[src/rtl/i2s_tx_master.sv]
// Clock-master I2S transmitter: a one-entry stereo holding register feeding
// L/R shift registers, serialized onto bck/lrck/sdout with a 1-bck MSB delay.
module i2s_tx_master #(
  parameter int unsigned WORD_SIZE = 24,
  parameter int unsigned SLOT_BITS = 32,
  parameter int unsigned BCK_DIV   = 4
) (
  input  logic                 clk,
  input  logic                 rst_n,
  input  logic                 s_valid,
  output logic                 s_ready,
  input  logic [WORD_SIZE-1:0] s_left,
  input  logic [WORD_SIZE-1:0] s_right,
  output logic                 bck,
  output logic                 lrck,
  output logic                 sdout,
  output logic                 underrun
);

  localparam int unsigned DivW = (BCK_DIV > 1) ? $clog2(BCK_DIV) : 1;
  localparam int unsigned BitW = $clog2(2 * SLOT_BITS);

  localparam logic [DivW-1:0] DivLast = DivW'(BCK_DIV - 1);
  localparam logic [DivW-1:0] DivHalf = DivW'(BCK_DIV / 2);
  localparam logic [BitW-1:0] BitLast = BitW'(2 * SLOT_BITS - 1);
  localparam logic [BitW-1:0] SlotLen = BitW'(SLOT_BITS);
  localparam logic [BitW-1:0] WordLen = BitW'(WORD_SIZE);

  logic [DivW-1:0]      div_cnt_q, div_cnt_d;
  logic [BitW-1:0]      bit_cnt_q, bit_cnt_d;
  logic                 bck_q, lrck_q, sdout_q, underrun_q;
  logic                 hold_full_q;
  logic [WORD_SIZE-1:0] hold_l_q, hold_r_q;
  logic [WORD_SIZE-1:0] sh_l_q, sh_r_q;

  logic            fe;
  logic            load;
  logic            write;
  logic            in_right;
  logic            data_slot;
  logic [BitW-1:0] pos;

  always_comb begin
    fe        = (div_cnt_q == DivLast);
    div_cnt_d = fe ? '0 : div_cnt_q + 1'b1;
    bit_cnt_d = (bit_cnt_q == BitLast) ? '0 : bit_cnt_q + 1'b1;
    // Slot decode uses the post-fe count so lrck/sdout land together on the bck fall.
    in_right  = (bit_cnt_d >= SlotLen);
    pos       = in_right ? bit_cnt_d - SlotLen : bit_cnt_d;
    data_slot = (pos != '0) && (pos <= WordLen);
    load      = fe && (bit_cnt_d == '0);
    write     = s_valid && !hold_full_q;
  end

  always_ff @(posedge clk or negedge rst_n) begin
    if (!rst_n) begin
      div_cnt_q   <= '0;
      bit_cnt_q   <= BitLast;
      bck_q       <= 1'b0;
      lrck_q      <= 1'b1;
      sdout_q     <= 1'b0;
      underrun_q  <= 1'b0;
      hold_full_q <= 1'b0;
      hold_l_q    <= '0;
      hold_r_q    <= '0;
      sh_l_q      <= '0;
      sh_r_q      <= '0;
    end else begin
      div_cnt_q  <= div_cnt_d;
      bck_q      <= (div_cnt_d >= DivHalf);
      underrun_q <= load && !hold_full_q;

      if (write) begin
        hold_l_q <= s_left;
        hold_r_q <= s_right;
      end
      // A write is only possible with hold empty, so it never races a consuming load.
      if (load && hold_full_q) begin
        hold_full_q <= 1'b0;
      end else if (write) begin
        hold_full_q <= 1'b1;
      end

      if (fe) begin
        bit_cnt_q <= bit_cnt_d;
        lrck_q    <= in_right;
        if (load) begin
          sh_l_q  <= hold_full_q ? hold_l_q : '0;
          sh_r_q  <= hold_full_q ? hold_r_q : '0;
          sdout_q <= 1'b0;
        end else if (data_slot) begin
          if (in_right) begin
            sdout_q <= sh_r_q[WORD_SIZE-1];
            sh_r_q  <= sh_r_q << 1;
          end else begin
            sdout_q <= sh_l_q[WORD_SIZE-1];
            sh_l_q  <= sh_l_q << 1;
          end
        end else begin
          sdout_q <= 1'b0;
        end
      end
    end
  end

  assign s_ready  = !hold_full_q;
  assign bck      = bck_q;
  assign lrck     = lrck_q;
  assign sdout    = sdout_q;
  assign underrun = underrun_q;

endmodule

[config.mk]
export PLATFORM = sky130hd
export DESIGN_NAME = i2s_tx_master
export DESIGN_NICKNAME = d
export VERILOG_FILES = /design/src/rtl/i2s_tx_master.sv
export SDC_FILE = /design/constraint.sdc
export NUM_CORES = 1
export LEC_CHECK = 0
export CORE_MARGIN = 3
export CORE_UTILIZATION = 48
export CTS_CLUSTER_DIAMETER = 200
export DETAILED_ROUTE_END_ITERATION = 7
export HOLD_SLACK_MARGIN = 0.15
export PLACE_DENSITY = 0.68
export SYNTH_ARGS = -nofsm -noshare
export SYNTH_HDL_FRONTEND = slang
export SYNTH_SLANG_ARGS = --single-unit
[constraint.sdc]
create_clock -name clk -period 3.4 [get_ports clk]
set_input_delay 0.51 -clock clk [delete_from_list [all_inputs] [get_ports clk]]
set_output_delay 0.51 -clock clk [all_outputs]
set_load 0.1 [all_outputs]
=== Word level (Yosys, flattened, before mapping) ===
Index checks and enable logic that the tools add are counted.

* Equality and inequality tests: 3
* Multiplexer cells: 16
* Reductions and logical operators: 13
* Add/subtract/negate cells: 3
* $lt $le $gt $ge: 3

{| class="wikitable"
|+ Operators by type and width
! cell !! count
|-
| $mux 24 || 8
|-
| $mux 6 || 2
|-
| $add 6x1->6 const B || 1
|-
| $eq 6x6->1 const B || 1
|-
| $ge 6x6->1 const B || 1
|-
| $le 6x5->1 const B || 1
|-
| $logic_not 6->1 || 1
|-
| $reduce_and 3->1 || 2
|-
| $reduce_bool 2->1 || 3
|-
| $reduce_bool 6->1 || 1
|-
| $sub 6x6->6 const B || 1
|-
| $logic_and 1x1->1 || 5
|-
| $mux 1 || 5
|-
| $add 2x1->2 const B || 1
|-
| $eq 2x2->1 const B || 1
|-
| $ge 2x2->1 const B || 1
|-
| $mux 2 || 1
|-
| $ne 2x2->1 const B || 1
|-
| $logic_not 1->1 || 1
|}

* Input bits: 51
* Logic and storage cells: 49
* Register bits: 109

=== Longest topological paths before layout ===
* Depth after elaboration: 8
* Mapped depth: 10
* Mapped depth without buffers: 6

=== Least setup slack after synthesis ===
Ideal clock, no wire load.

* Kind: register to register
* Start: register bck (netlist name)
* End: register sh_l_q[10]
* Data required time: 3.274 ns
* Path buffers: 4
* Stages on the path, launching flop included: 11
* Library setup time: 0.126 ns
* Path slack: 0.813 ns
* Data arrival time: 2.461 ns
* Cells stage by stage: dfrtp_1 -> ha_1 -> buf_2 -> inv_1 -> a21oi_1 -> and3_1 -> clkbuf_1 -> and2_1 -> clkbuf_1 -> buf_2 -> a21oi_1

{| class="wikitable"
|+ RTL lines
! element !! line !! RTL
|-
| end signal, assigned || 88 || <nowiki>sh_l_q <= hold_full_q ? hold_l_q : '0;</nowiki>
|-
| end signal, assigned || 97 || <nowiki>sh_l_q <= sh_l_q << 1;</nowiki>
|-
| end, declared || 34 || <nowiki>logic [WORD_SIZE-1:0] sh_l_q, sh_r_q;</nowiki>
|}

=== Final worst setup path ===
* Start: register bit_cnt_q[0]
* End: register sh_r_q[2]

* Longest elaborated chain between the ends: 8

{| class="wikitable"
|+ Ends and longest elaborated chain
! element !! line !! RTL
|-
| start, declared || 30 || <nowiki>logic [BitW-1:0] bit_cnt_q, bit_cnt_d;</nowiki>
|-
| start signal, assigned || 58 || <nowiki>bit_cnt_q <= BitLast;</nowiki>
|-
| start signal, assigned || 85 || <nowiki>bit_cnt_q <= bit_cnt_d;</nowiki>
|-
| $add 6x1->6 or $eq 6x6->1 (tied branches) || 46 || <nowiki>bit_cnt_d = (bit_cnt_q == BitLast) ? '0 : bit_cnt_q + 1'b1;</nowiki>
|-
| $mux 6 * || 46 ||
|-
| $sub 6x6->6 or $ge 6x6->1 (tied branches) || 49, 48 ||
|-
| $mux 6 || 49 || <nowiki>pos = in_right ? bit_cnt_d - SlotLen : bit_cnt_d;</nowiki>
|-
| $le 6x5->1 or $reduce_bool 6->1 (tied branches) || 50 || <nowiki>data_slot = (pos != '0) && (pos <= WordLen);</nowiki>
|-
| $logic_and 1x1->1 || 50 ||
|-
| $reduce_bool 2->1 (no line) || n/a ||
|-
| $reduce_and 3->1 (no line) || n/a ||
|-
| end signal, assigned || 89 || <nowiki>sh_r_q <= hold_full_q ? hold_r_q : '0;</nowiki>
|-
| end signal, assigned || 94 || <nowiki>sh_r_q <= sh_r_q << 1;</nowiki>
|-
| end, declared || 34 ||
|}

Mark *: on every way between the ends. The rest lies on a longest branch, timed or not.
A chain may end at the register's enable or synchronous reset.

==> results.yml <==
status:
  status: "finished clean"
finish:
  synthToLayoutAreaGrowth_pct: 15.6
  antenna_cells: 0
  drive_above_1_share_pct: 18.5
  nNetsFinal: 543
  final_area_mm2: 0.00597
  num-fill-cells: 883
sta:
  setup_viol: 0
  rsz0062_at_grt: "no"
  relSlewSlack_pct: 28.1
  period_share_pct: 78.7
  drv_slew: 0
  worstMarginPinSlew_ps: 1080
  fin_setup_tns_ps: 0
  finalCriticalPeriod_ps: 2670
  hold_viol: 0
  clock_skew_ps: 13.3
  fmax_ghz: 0.374
setup_path:
  crit_chain: "ha_1 > nor4bb_1 > o21ai_0 > a22oi_2 > buf_12 > nor4b_1 > o31a_1"
  path_delay_family: "compound AO/OA/AOI/OAI gates"
  crit_path_start: "bit_cnt_q[0]$_DFFE_PN1P_"
  critical_path_buf_inv_count: 1
  cp-start-kind: "register"
  max_stage_delay_ps: 850
  critPathArrivalTime_ps: 2930
  ff2ff_path_depth: 7
  path_depth: 7
  critical_path.max_fanout: 25
  path_class: "reg -> reg"
  timing.critical_path.slowest_stage_cell: "a22oi_2"
  end_kind: "register"
  required_ps: 3650
  timing.rr.start: "bit_cnt_q[0]$_DFFE_PN1P_"
power:
  ir_drop_v: 0.000280
  p_leak_nw: 2.47
  power.density_mw_per_mm2: 389
  p_total_mw: 2.32
clock_network:
  cts_sinks: 108
  cts_max_level: 3
  cts.path.max_buffers: 2
  cts_tree: "yes"
  clkSlewWorstSetupHoldPaths_ps: 90
  post_cts_buffers: 0
  cts_root_buffer: "clkbuf_8"
  cts_resized: 0
  worstSkewPairLatency_ps: 370
  cts-buffers-inserted: 9
synthesis:
  yosysMostFrequentCell: "dfrtp_1"
  yosys.area_share.adder_pct: 0.727
  yosys.area.top_type_share_pct: 49.0
  synth.area.mux_share_pct: 11.1
  async_reset_ff_share_pct: 100
  synth-xor-area-share_pct: 0.655
  ys_seq_area_share_pct: 52.5
  synth_seq_cells: 108
  ys_warn_count: 0
  synth_compound_area_share_pct: 18.7
  synth_simple_gate_area_share_pct: 11.2
  synth_area_leaders: "dfrtp_1 49%, mux2_2 11%, o31a_1 7.8%"
  synth_top_area_cell: "dfrtp_1"
  synth_edf_count: 0
  synth.distinct_cells: 42
  synth_top_family_by_area: "compound AO/OA/AOI/OAI gates"
  avgSynthCellArea_um2: 11.3
  synth_common_cells: "101 x dfrtp_1, 51 x nand2_1, 50 x mux2_2, 48 x a21oi_1, 46 x o31a_1"
  syn_area_mm2: 0.00516
  yosys_most_used_dff: "dfrtp_1"
  synth_cells: 457
  syn_nets: 511
grt:
  antenna_found_initial: 0
  overflow: 0
  met3_usage_pct: 4.05
  grt_max_degree: 103
  grt_pass1_vias: 3577
  top_usage_layer: "met2"
  grtUsageMet1_pct: 23.7
  grt.total_usage_pct: 18.0
  grt_pass1_wl_um: 17200
  grt_util_met2_pct: 30.0
place:
  placed_area_mm2: 0.00577
  dpl.hpwl_um: 6420
  gp_congestion: 0.708
  port-buffer-count: 55
drt:
  firstDrtPassIters: 4
  vias: 3681
  first_iter_violations: 196
  routed_wl_um: 10200
  postRouteAntennaNets: 0
  viasPerCell: 5.85
  drc_errors: 0
  post_drt_wl_per_cell_um: 16.2
die:
  die_w_um: 110
  fp-row-count: 37
  io_pins: 56
  core_area_mm2: 0.0104
  die_h_um: 110
  die_area_mm2: 0.0120
  start_util_pct: 49.8
min_path:
  whs_path_depth: 1
  hold_start: "div_cnt_q[0]$_DFF_PN0_"
  hp-class: "reg -> reg"
job:
  maxCapViolations: 0
==> report_power, final <==
group          leakage [nW]  internal, mW  switching (mW)
clock                0.0967         0.341           0.430
combinational         0.975         0.107          0.0543
sequential             1.40          1.35          0.0372
total                  2.47          1.80           0.521
==> layout make-up <==
cell class | count | area, µm² | area share (%)
Inverter | 6 | 22.5 | 0.377
Tap cell | 136 | 170 | 2.85
Clock inverter | 5 | 61.3 | 1.03
Clock buffer | 10 | 128 | 2.14
Multi-Input combinational cell | 295 | 2200 | 36.8
Timing Repair Buffer | 69 | 676 | 11.3
Sequential cell | 108 | 2710 | 45.4
==> kinds of logic (layout without fill, tap and decap cells) <==
group,count (synthesis),in the layout
AOI/OAI and AO/OA,134,134
buffers and inverters,54,90
DFF,108,108
and+or+nand+nor,104,104
adders and majority gates,3,3
xor gates and xnor gates,3,3
muxes,51,51
==> cells in the final DEF, fill, tap and decap left out, drive strengths merged, types with 3 or more instances in the layout <==
master	count
dfrtp	101
clkdlybuf4s50	52
nand2	51
mux2	50
a21oi	48
o31a	46
nor4b	23
a32oi	22
buf	16
clkbuf	10
dfstp	7
inv	7
nor2	5
o21ai	5
nor2b	5
and3	4
nand3	4
and2	3
ha	3
xnor2	3
clkinv	3
==> metrics by stage <==
stage | util [%] | instances | setup slack, ps | hold slack, ps
after floorplan | - | 457 | 813 | 214
after global placement | 55.6 | 613 | 836 | 334
after detailed placement | 55.6 | 613 | 715 | 339
after CTS | 57.5 | 629 | 700 | 434
after global routing | 57.5 | 629 | 430 | 454
final | 57.5 | 629 | 725 | 432
==> flip-flops by register name, summed over array words and instances, names as in the netlist <==
name / cells
bit_cnt_q: 6
underrun: 1
lrck: 1
div_cnt_q: 1
hold_full_q: 1
sdout: 1
hold_l_q: 24
sh_r_q: 24
sh_l_q: 24
hold_r_q: 24
bck: 1
==> final timing paths <==
kind / endpoint / slack (ps)
max: sh_r_q[2]$_DFFE_PN0P_ / 730
min reg2reg: div_cnt_q[0]$_DFF_PN0_ / 430
max in group asynchronous: lrck$_DFFE_PN1P_ / 2160
min: div_cnt_q[0]$_DFF_PN0_ / 430
min in group asynchronous: hold_r_q[16]$_DFFE_PN0P_ / 490
max reg2reg: sh_r_q[2]$_DFFE_PN0P_ / 730
==> timing repair <==
item	4_1_cts	5_1_grt
hold endpoints to repair	6	0
endpoints found under the setup margin	0	0
hold buffers	1	0
==> layer usage <==
metal | vias to the layer above | wire [µm]
li1 | 1759 | -
met5 | - | 0
met1 | 1837 | 4520
met4 | 0 | 94
met3 | 8 | 454
met2 | 77 | 5100
Note: power is estimated with default switching activity, not from simulation.
